==> config.mk <==
export PLATFORM = sky130hd
export DESIGN_NAME = pipelined_cla_adder
export DESIGN_NICKNAME = d
export VERILOG_FILES = /design/src/rtl/pipelined_cla_adder.sv
export SDC_FILE = /design/constraint.sdc
export NUM_CORES = 1
export LEC_CHECK = 0
export ABC_CLOCK_PERIOD_IN_PS = 5900
export CORE_UTILIZATION = 59
export DETAILED_ROUTE_END_ITERATION = 10
export GPL_TIMING_DRIVEN = 1
export PLACE_DENSITY = 0.93
export RECOVER_POWER = 50
export REMOVE_ABC_BUFFERS = 1
export SYNTH_ARGS = -nofsm -noshare
export SYNTH_HDL_FRONTEND = slang
export SYNTH_SLANG_ARGS = --single-unit
export TNS_END_PERCENT = 100
==> constraint.sdc <==
create_clock -name clk -period 5.9 [get_ports clk]
set_input_delay 1.475 -clock clk [delete_from_list [all_inputs] [get_ports clk]]
set_output_delay 1.475 -clock clk [all_outputs]
set_load 0.01 [all_outputs]
==> src/rtl/pipelined_cla_adder.sv <==
// pipelined_cla_adder
//   Pipelined carry-lookahead adder. Each pipeline stage resolves one 4-bit
//   CLA group; the group carry-out is registered and feeds the next stage.
//   Every stage carries the full operand and partial-sum words, so later
//   operand nibbles are naturally delayed and all sum nibbles of one
//   operation leave the last stage together. A single global enable stalls
//   the whole pipeline when the output is valid but not accepted.
//
// Ports
//   clk, rst            clock, synchronous active-high reset
//   in_valid/in_ready   input handshake (in_ready = pipeline enable)
//   in_a, in_b          WIDTH-bit operands
//   in_carry            carry-in
//   out_valid/out_ready output handshake
//   out_sum             (in_a + in_b + in_carry) mod 2^WIDTH
//   out_carry           carry out of bit WIDTH-1
//   out_ovf             signed overflow (carry into MSB ^ carry out)
//   PG, GG              block propagate / generate (GG ignores in_carry)
//
// Parameters
//   WIDTH               operand width, multiple of 4, >= 4

module pipelined_cla_adder #(
   parameter int WIDTH = 16
) (
   input  logic             clk,
   input  logic             rst,
   input  logic             in_valid,
   output logic             in_ready,
   input  logic [WIDTH-1:0] in_a,
   input  logic [WIDTH-1:0] in_b,
   input  logic             in_carry,
   output logic             out_valid,
   input  logic             out_ready,
   output logic [WIDTH-1:0] out_sum,
   output logic             out_carry,
   output logic             out_ovf,
   output logic             PG,
   output logic             GG
);

   localparam int NGRP = WIDTH / 4;

   // stage registers: index k holds the result after group k
   logic [WIDTH-1:0] a_q [NGRP];
   logic [WIDTH-1:0] b_q [NGRP];
   logic [WIDTH-1:0] s_q [NGRP];
   logic [NGRP-1:0]  v_q;
   logic [NGRP-1:0]  c_q;
   logic [NGRP-1:0]  pg_q;
   logic [NGRP-1:0]  gg_q;
   logic             ovf_q;

   // stage inputs: stage 0 reads the ports, stage k reads register k-1
   logic [WIDTH-1:0] sa [NGRP];
   logic [WIDTH-1:0] sb [NGRP];
   logic [WIDTH-1:0] ss [NGRP];
   logic [NGRP-1:0]  sv;
   logic [NGRP-1:0]  sc;
   logic [NGRP-1:0]  spg;
   logic [NGRP-1:0]  sgg;

   // stage results
   logic [WIDTH-1:0] ns [NGRP];
   logic [NGRP-1:0]  nc;
   logic [NGRP-1:0]  npg;
   logic [NGRP-1:0]  ngg;
   logic             novf;

   logic             en;

   assign en        = !v_q[NGRP-1] | out_ready;
   assign in_ready  = en;
   assign out_valid = v_q[NGRP-1];
   assign out_sum   = s_q[NGRP-1];
   assign out_carry = c_q[NGRP-1];
   assign out_ovf   = ovf_q;
   assign PG        = pg_q[NGRP-1];
   assign GG        = gg_q[NGRP-1];

   always_comb begin
      sa[0]  = in_a;
      sb[0]  = in_b;
      ss[0]  = '0;
      sv[0]  = in_valid;
      sc[0]  = in_carry;
      // identity values so stage 0 block PG/GG equal its own group P/G
      spg[0] = 1'b1;
      sgg[0] = 1'b0;
      for (int k = 1; k < NGRP; k++) begin
         sa[k]  = a_q[k-1];
         sb[k]  = b_q[k-1];
         ss[k]  = s_q[k-1];
         sv[k]  = v_q[k-1];
         sc[k]  = c_q[k-1];
         spg[k] = pg_q[k-1];
         sgg[k] = gg_q[k-1];
      end
   end

   always_comb begin
      logic [3:0] p;
      logic [3:0] g;
      logic [3:0] c;
      logic       grp_p;
      logic       grp_g;
      p     = '0;
      g     = '0;
      c     = '0;
      grp_p = 1'b0;
      grp_g = 1'b0;
      novf  = 1'b0;
      for (int k = 0; k < NGRP; k++) begin
         p     = sa[k][4*k +: 4] ^ sb[k][4*k +: 4];
         g     = sa[k][4*k +: 4] & sb[k][4*k +: 4];
         c[0]  = sc[k];
         c[1]  = g[0] | (p[0] & c[0]);
         c[2]  = g[1] | (p[1] & g[0]) | (&p[1:0] & c[0]);
         c[3]  = g[2] | (p[2] & g[1]) | (&p[2:1] & g[0]) | (&p[2:0] & c[0]);
         grp_g = g[3] | (p[3] & g[2]) | (&p[3:2] & g[1]) | (&p[3:1] & g[0]);
         grp_p = &p;
         nc[k]  = grp_g | (grp_p & c[0]);
         ns[k]  = ss[k];
         ns[k][4*k +: 4] = p ^ c;
         npg[k] = spg[k] & grp_p;
         ngg[k] = grp_g | (grp_p & sgg[k]);
         // c[3] of the top group is the carry into the MSB
         if (k == NGRP-1) begin
            novf = c[3] ^ nc[k];
         end
      end
   end

   always_ff @(posedge clk) begin
      if (rst) begin
         v_q   <= '0;
         c_q   <= '0;
         pg_q  <= '0;
         gg_q  <= '0;
         ovf_q <= 1'b0;
         for (int k = 0; k < NGRP; k++) begin
            a_q[k] <= '0;
            b_q[k] <= '0;
            s_q[k] <= '0;
         end
      end else if (en) begin
         v_q <= sv;
         for (int k = 0; k < NGRP; k++) begin
            // the output stage keeps its last result when a bubble arrives
            if (k < NGRP-1 || sv[k]) begin
               a_q[k]  <= sa[k];
               b_q[k]  <= sb[k];
               s_q[k]  <= ns[k];
               c_q[k]  <= nc[k];
               pg_q[k] <= npg[k];
               gg_q[k] <= ngg[k];
            end
         end
         if (sv[NGRP-1]) begin
            ovf_q <= novf;
         end
      end
   end

endmodule

==> flow_summary.toml, run 1 <==
[cts]
clockBufferDepth = 2
clockRootBuffer = "clkbuf_8"
cts_resized = 0
h-tree-depth = 3
hold_buffers = 0
cts_tree = "done"
path_clk_slew_ps = 90
cts_setup_buffers = 0
worst_skew_pair.late_latency_ps = 350
numCtsBuffers = 9
cts.sinks = 105

[layout]
ff_latch_area_um2 = 2983
syn_to_final_growth_pct = 18.50
drive_gt1_frac = 0.04831
n_antenna_cell = 0
fillers = 481
multi_input_area_um2 = 1424
finalNetCount = 466

[placement]
dpl.hpwl_um = 4901
gp_congestion = 0.8281
dp_slack_ps = 1486
port_buffers = 58

[power]
peakVddDrop_mv = 0.1643
clkPwrFrac = 0.305
p_comb_frac = 0.086
p_switching_uw = 303.3
p_sw_frac = 0.2158
p_leak_uw = 0.002156
p_seq_frac = 0.609
p_int_uw = 1103
powerDensity_nw_per_um2 = 261.4

[sta]
drv_slew = 75
finalHoldViolCount = 0
max_freq_ghz = 0.2017
finClkSkew_ps = 9.992
period_needed_ps = 4957
rsz0062_at_grt = "false"
fin_tns_setup_ps = 0
timing.final.ws_setup_ps = 942.6
setup_violations = 0
relSlewSlack = -0.4743
tightest_slew_ps = 2211
finalCritPeriodShare = 0.8402

[routing]
first_pass_iters = 4
drc_errors = 0
drtIter0Drc = 157
wl_per_cell_um = 13.46
postRouteAntennaNets = 0
vias_per_cell = 5.273
vias = 2705
wl_um = 6907

[global_route]
grtUsageMet2 = 0.3276
busiest_layer = "met2"
grtUsageMet1 = 0.2382
grt_pass1_wl_um = 12040
grt_pass1_vias = 2637
grt_max_degree = 75
overflow = 0
grtUsageMet3 = 0.03723
grt_use_total = 0.1890
antenna_found_initial = 0

[logic_synthesis]
async_flop_share = 0
synth_edf_count = 88
ys_top_cells_by_area = "edfxtp_1, and2_1, dfxtp_1, ha_1, nor2_1"
synthFlopType = "edfxtp_1"
yosysMostFrequentCell = "edfxtp_1"
yosys_register_bits = 105
yosysTopAreaCell = "edfxtp_1"
ys_seq_area_frac = 0.6571
postSynthAreaPerCell_um2 = 12.90
synth.distinct_cells = 32
synth_area_um2 = 4539
yosysWarnings = 0
synthDominantCellAreaShare = 0.5821
synthCells = 352
ys_top_cells_by_count = "edfxtp_1, and2_1, nor2_1, dfxtp_1"

[floorplanning]
pin_count = 59
die_h_um = 89.72
initial_core_util = 0.6192
die_x_um = 89.72
core_um2 = 7331
dieArea_um2 = 8049
rows = 31

[setup_path]
critPathMaxStageDelay_ps = 620
startpoint_type = "input pin"
worstSetupEndpointType = "output pin"
worstPathMaxFanout = 18
crit_chain = "dlygate4sd3_1 > nor2b_1 > buf_4 > clkinvlp_2 > clkdlybuf4s50_1"
crit_arrival_ps = 3480
cp_slowest_cell = "clkdlybuf4s50_1"
cp.required_ps = 4430
setup.worst_path.class = "in2out"

[status]
status = "complete, but fails checks"
violations = "max-capacitance violations, max-slew violations"

[flow_run]
drv_cap = 1

[worst_hold_path]
worstHoldPathType = "reg2reg"
critical path, delay by kind of cell:
kind | cells | cell delay, ps
buffers and inverters | 4 | 1870
AND/OR/NAND/NOR | 1 | 120
cells in the final DEF, fill, tap and decap left out, types with 2 or more instances in the layout:
cell type and count:
dfxtp_1 17, clkinvlp_2 2, nand3_1 4, a21o_1 5, a21oi_1 16, edfxtp_1 88
xor2_1 4, nand2b_1 2, clkbuf_1 2, and2_1 24, nor2_1 29, dlygate4sd3_1 24
inv_1 13, o21bai_1 4, clkdlybuf4s50_1 34, xnor2_1 4, clkinvlp_4 2, buf_4 2
o22ai_1 4, a211oi_1 14, ha_1 16, o21ai_0 8, clkbuf_8 9, and3_1 13
and2_0 36, nand2_1 17, fa_1 4, nor3_1 7
state kept, by name, indices dropped and copies added, names as in the netlist:
signal,count
c_q,4
out_ovf,1
a_q,24
gg_q,4
v_q,4
pg_q,4
s_q,40
b_q,24
cells by family (layout without fill, tap and decap cells):
kind of cell    count (synthesis)  after routing  synth area share
flops                         105            105            0.6571
buf+inv                        29             91           0.02977
compound gates                 52             52           0.07222
simple gates                  137            137            0.1615
mux                             1              1          0.002205
xor+xnor                        8              8           0.01543
fa+ha+maj                      20             20           0.06174
power by group through the flow:
stage / clock, uW / sequential, uW / combinational, uW
global placement: 0 / 871 / 117
finish: 428 / 856 / 121
CTS: 435 / 857 / 126
global route: 465 / 861 / 137
floorplan: 0 / 872 / 67.8
detailed placement: 0 / 874 / 125
metal layers:
metal | wire length (um) | vias up | part of all wire
met5 | 0 | - | 0
met4 | 84 | 0 | 0.012
met3 | 311 | 8 | 0.045
met2 | 3565 | 85 | 0.52
met1 | 2947 | 1255 | 0.43
li1 | - | 1357 | -
worst paths after layout:
check	slack, ps	cells after the start	start	to
setup / recovery	940	5	out_ready	in_ready
hold / removal	460	2	v_q[1]	v_q[1]
setup reg to reg	2760	6	v_q[3]	s_q[0][62]
hold reg to reg	460	2	v_q[1]	v_q[1]
through the flow:
step | utilization | hold WS [ps] | power, uW | area [um^2] | std cells
after floorplan | - | 426.0 | 940.1 | 4462 | 337
after global placement | 0.7092 | 438.1 | 988.8 | 5199 | 497
after detailed placement | 0.7092 | 448.7 | 999.0 | 5199 | 497
after CTS | 0.7358 | 461.5 | 1417 | 5394 | 513
after global routing | 0.7337 | 475.3 | 1463 | 5379 | 513
final | 0.7337 | 464.2 | 1406 | 5379 | 513
cell type report:
| type | count | share of cell area |
|---|---|---|
| clock buffer | 10 | 0.02373 |
| clock inverter | 6 | 0.01256 |
| inverter | 14 | 0.01000 |
| multi-input combinational | 218 | 0.2647 |
| sequential | 105 | 0.5545 |
| tap | 99 | 0.02303 |
| timing repair buffer | 61 | 0.1114 |
Note: power is estimated with default switching activity, not from simulation.
==> run 2: changes to the inputs <==
ABC_CLOCK_PERIOD_IN_PS = 4800   (was 5900)
CORE_UTILIZATION = 55   (was 59)
PLACE_DENSITY = 0.89   (was 0.93)
clock period = 4.8 ns   (was 5.9 ns; I/O delays follow)
==> flow_summary.toml, run 2 (synthesized netlist as in run 1, its figures left out) <==
[sta]
fin_tns_setup_ps = 0
finalCritPeriodShare = 0.8145
tightest_slew_ps = 936.3
rsz0062_at_grt = "false"
period_needed_ps = 3910
drv_slew = 0
max_freq_ghz = 0.2558
finalHoldViolCount = 0
relSlewSlack = 0.3758
finClkSkew_ps = 16.39
setup_violations = 0

[routing]
drtIter0Drc = 115
vias = 2721
vias_per_cell = 5.263
wl_per_cell_um = 13.83
postRouteAntennaNets = 0
first_pass_iters = 4
drc_errors = 0
wl_um = 7151

[cts]
worst_skew_pair.late_latency_ps = 360
numCtsBuffers = 9
cts.sinks = 105
cts_resized = 0
clockRootBuffer = "clkbuf_8"
cts_tree = "done"
cts_setup_buffers = 0
clockBufferDepth = 2
h-tree-depth = 3
hold_buffers = 0
path_clk_slew_ps = 90

[layout]
final_core_util = 0.6869
finalNetCount = 467
multi_input_area_um2 = 1424
syn_to_final_growth_pct = 18.74
mostFrequentLayoutCells = "edfxtp_1, and2_1, clkdlybuf4s50_1, nor2_1, dlygate4sd3_1"
drive_gt1_frac = 0.05301
fillers = 555
n_antenna_cell = 0
fin_area_um2 = 5390
largest_register_ffs = 40
ff_latch_area_um2 = 2983
final_common_cell = "edfxtp_1"
top_regs = "s_q (40), a_q (24), b_q (24)"
top_register = "s_q"

[global_route]
grt_pass1_vias = 2643
grtUsageMet2 = 0.3076
grt_max_degree = 69
grt_pass1_wl_um = 12000
grtUsageMet1 = 0.2245
antenna_found_initial = 0
overflow = 0
grt_use_total = 0.1847
busiest_layer = "met2"
grtUsageMet3 = 0.03695

[setup_path]
startpoint_type = "input pin"
critPathBufInv = 3
cp.required_ps = 3600
worstPathMaxFanout = 14
crit_arrival_ps = 2710
cp.depth = 4
reg2reg_to = "s_q[0][58]"
cp_slowest_cell = "dlygate4sd3_1"
critPathMaxStageDelay_ps = 530
reg2reg_depth = 5
r2r_slack_ps = 2070
critPathTopFamily = "buffers and inverters"
crit_chain = "dlygate4sd3_1 > nor2b_1 > clkinv_4 > clkdlybuf4s50_1"
setup.worst_path.class = "in2out"
r2r-start = "v_q[3]"
worstSetupEndpointType = "output pin"

[floorplanning]
rows = 32
core_um2 = 7848
die_h_um = 92.85
dieArea_um2 = 8621
die_x_um = 92.85
pin_count = 59
initial_core_util = 0.5784

[worst_hold_path]
hold_depth = 2
worstHoldPathType = "reg2reg"
hold_path_end = "v_q[1]"
min_from = "v_q[0]"

[power]
clkPwrFrac = 0.292
p_int_uw = 1311
p_seq_frac = 0.618
powerDensity_nw_per_um2 = 315.9
p_switching_uw = 391.9
p_sw_frac = 0.2302
p_leak_uw = 0.002182
power_uw = 1703
p_comb_frac = 0.090
peakVddDrop_mv = 0.2175

[flow_run]
drv_cap = 0

[placement]
dpl.hpwl_um = 4984
place_area_um2 = 5223
gp_congestion = 0.8287
port_buffers = 58

[status]
status = "finished clean"
run 2: cell types whose count changed in the layout (fill, tap and decap cells not counted), sizes merged:
cell,change
clkinvlp,-2
inv,+3
clkdlybuf4s50,+1
clkinv,+1
bufinv,-1
dlygate4sd3,-1
run 2: cell type report:
class                           instances  share of cell area
Inverter                               14             0.01068
Timing Repair Buffer                   62              0.1144
Clock inverter                          7             0.01068
Sequential cell                       105              0.5534
Multi-Input combinational cell        218              0.2642
Tap cell                              102             0.02368
Clock buffer                            9             0.02298
run 2: power groups by stage:
stage | logic [uW] | clock network, uW | registers, uW
CTS | 157 | 507 | 1050
floorplan | 83.3 | 0 | 1070
detailed placement | 155 | 0 | 1070
global route | 171 | 540 | 1060
finish | 153 | 497 | 1050
global placement | 145 | 0 | 1070
run 2: tightest hold or removal path, delay by kind of cell, from the launching register on:
kind,cells,cell delay (ps)
and+or+nand+nor,1,50
AOI/OAI and AO/OA,1,50
DFF,1,320
run 2: worst max path at each step:
stage,start,to
2_1_floorplan,out_ready,a_q[0][10]
6_report,out_ready,in_ready
3_3_place_gp,out_ready,in_ready
4_1_cts,out_ready,in_ready
3_5_place_dp,out_ready,in_ready
5_1_grt,out_ready,s_q[0][55]
run 2: per-layer routing:
metal  vias to the layer above  share of wire
met3                        18          0.054
met4                         0          0.030
met1                      1228           0.42
li1                       1364              -
met2                       111           0.50
met5                         -              0
run 2: per-stage QoR:
stage	hold slack (ps)	cells	worst slack (ps)
after floorplan	426.0	337	600.9
after global placement	439.6	501	1055
after detailed placement	444.9	501	1016
after CTS	462.6	517	1001
after global routing	466.5	517	806.7
final	463.3	517	890.5
==> run 3: changes to the inputs <==
ABC_CLOCK_PERIOD_IN_PS = 4090   (was 4800)
clock period = 4.09 ns   (was 4.8 ns; I/O delays follow)
==> flow_summary.toml, run 3 (synthesized netlist as in run 1, its figures left out) <==
[status]
status = "finished clean"

[setup_path]
worstPathMaxFanout = 14
r2r_slack_ps = 1650
reg2reg_depth = 5
reg2reg_to = "b_q[0][4]"
r2r-start = "v_q[3]"
setup.worst_path.class = "in2out"
crit_arrival_ps = 2510
cp.required_ps = 3070
startpoint_type = "input pin"
worstSetupEndpointType = "output pin"

[placement]
dpl.hpwl_um = 4944
gp_congestion = 0.8135
port_buffers = 58
dp_cells = 502

[cts]
h-tree-depth = 3
cts_setup_buffers = 0
hold_buffers = 0
numCtsBuffers = 9
clockBufferDepth = 2
cts_tree = "done"
clockRootBuffer = "clkbuf_8"
path_clk_slew_ps = 80
worst_skew_pair.late_latency_ps = 360
cts.sinks = 105
cts_resized = 0

[floorplanning]
die_x_um = 92.85
pin_count = 59
dieArea_um2 = 8621
core_um2 = 7848
die_h_um = 92.85
rows = 32
initial_core_util = 0.5784

[routing]
drc_errors = 0
wl_um = 6916
postRouteAntennaNets = 0
drtIter0Drc = 109
vias = 2722
wl_per_cell_um = 13.35
vias_per_cell = 5.255
first_pass_iters = 4

[global_route]
antenna_found_initial = 0
grt_pass1_vias = 2686
overflow = 0
grt_pass1_wl_um = 12020
grt_use_total = 0.1816
grt_max_degree = 45

[sta]
period_needed_ps = 3537
finalHoldViolCount = 0
rsz0062_at_grt = "false"
relSlewSlack = 0.04825
finalCritPeriodShare = 0.8649
drv_slew = 0
setup_violations = 0
tightest_slew_ps = 1428
max_freq_ghz = 0.2827
fin_tns_setup_ps = 0
finClkSkew_ps = 12.19

[layout]
drive_gt1_frac = 0.04567
finalNetCount = 468
largest_register_ffs = 40
mostFrequentLayoutCells = "edfxtp_1, and2_1, clkdlybuf4s50_1, nor2_1, dlygate4sd3_1"
n_antenna_cell = 0
top_register = "s_q"
fillers = 570
top_regs = "s_q (40), a_q (24), b_q (24)"
final_common_cell = "edfxtp_1"
syn_to_final_growth_pct = 18.96
final_cells = 518

[worst_hold_path]
min_from = "pg_q[3]"
worstHoldPathType = "reg2reg"
hold_path_end = "pg_q[3]"
hold_depth = 2

[power]
peakVddDrop_mv = 0.2335
p_leak_uw = 0.002191
powerDensity_nw_per_um2 = 375.0

[flow_run]
drv_cap = 0
[run 3: layout make-up]
type / instances / area, um^2 / area share
Clock inverter: 1 / 6.256 / 0.001158
Sequential cell: 105 / 2983 / 0.5524
Inverter: 14 / 57.56 / 0.01066
Multi-Input combinational cell: 218 / 1426 / 0.2641
Tap cell: 102 / 127.6 / 0.02363
Timing Repair Buffer: 63 / 610.6 / 0.1131
Clock buffer: 15 / 188.9 / 0.03499
[run 3: report_power, final]
| part | leakage (uW) | internal (uW) | switching (uW) | total, uW |
|---|---|---|---|---|
| Clock | 0.0000985 | 298 | 316 | 614 |
| Sequential | 0.00116 | 1220 | 17.5 | 1230 |
| Combinational | 0.000937 | 90.2 | 86.4 | 177 |
[run 3: critical path, stage by stage]
cell	delay (ps)
dlygate4sd3_1	540
nor2b_1	250
clkinv_4	180
clkdlybuf4s50_1	510
[run 3: stage by stage]
stage	total power, uW	hold slack [ps]	instance area [um^2]	setup WS (ps)	utilization
final	2025	456.5	5400	552.6	0.6881
after global routing	2106	473.4	5400	449.3	0.6881
after CTS	2045	456.6	5413	661.0	0.6897
after detailed placement	1441	445.5	5218	674.8	0.6649
after global placement	1427	438.5	5218	705.0	0.6649
after floorplan	1356	426.0	4462	68.43	-
[run 3: worst max-delay path by stage]
stage / endpoint / startpoint / slack, ps / depth (start not counted)
after floorplan: a_q[0][10] / out_ready / 70 / 2
after global placement: in_ready / out_ready / 700 / 4
after detailed placement: in_ready / out_ready / 670 / 4
after CTS: in_ready / out_ready / 660 / 4
after global routing: in_ready / out_ready / 450 / 4
final: in_ready / out_ready / 550 / 4
[run 3: metal layers]
metal	global-route usage	wire, um
met1	0.2199	2893
met2	0.3039	3492
met3	0.04023	317
met4	0.09487	213
met5	0	0
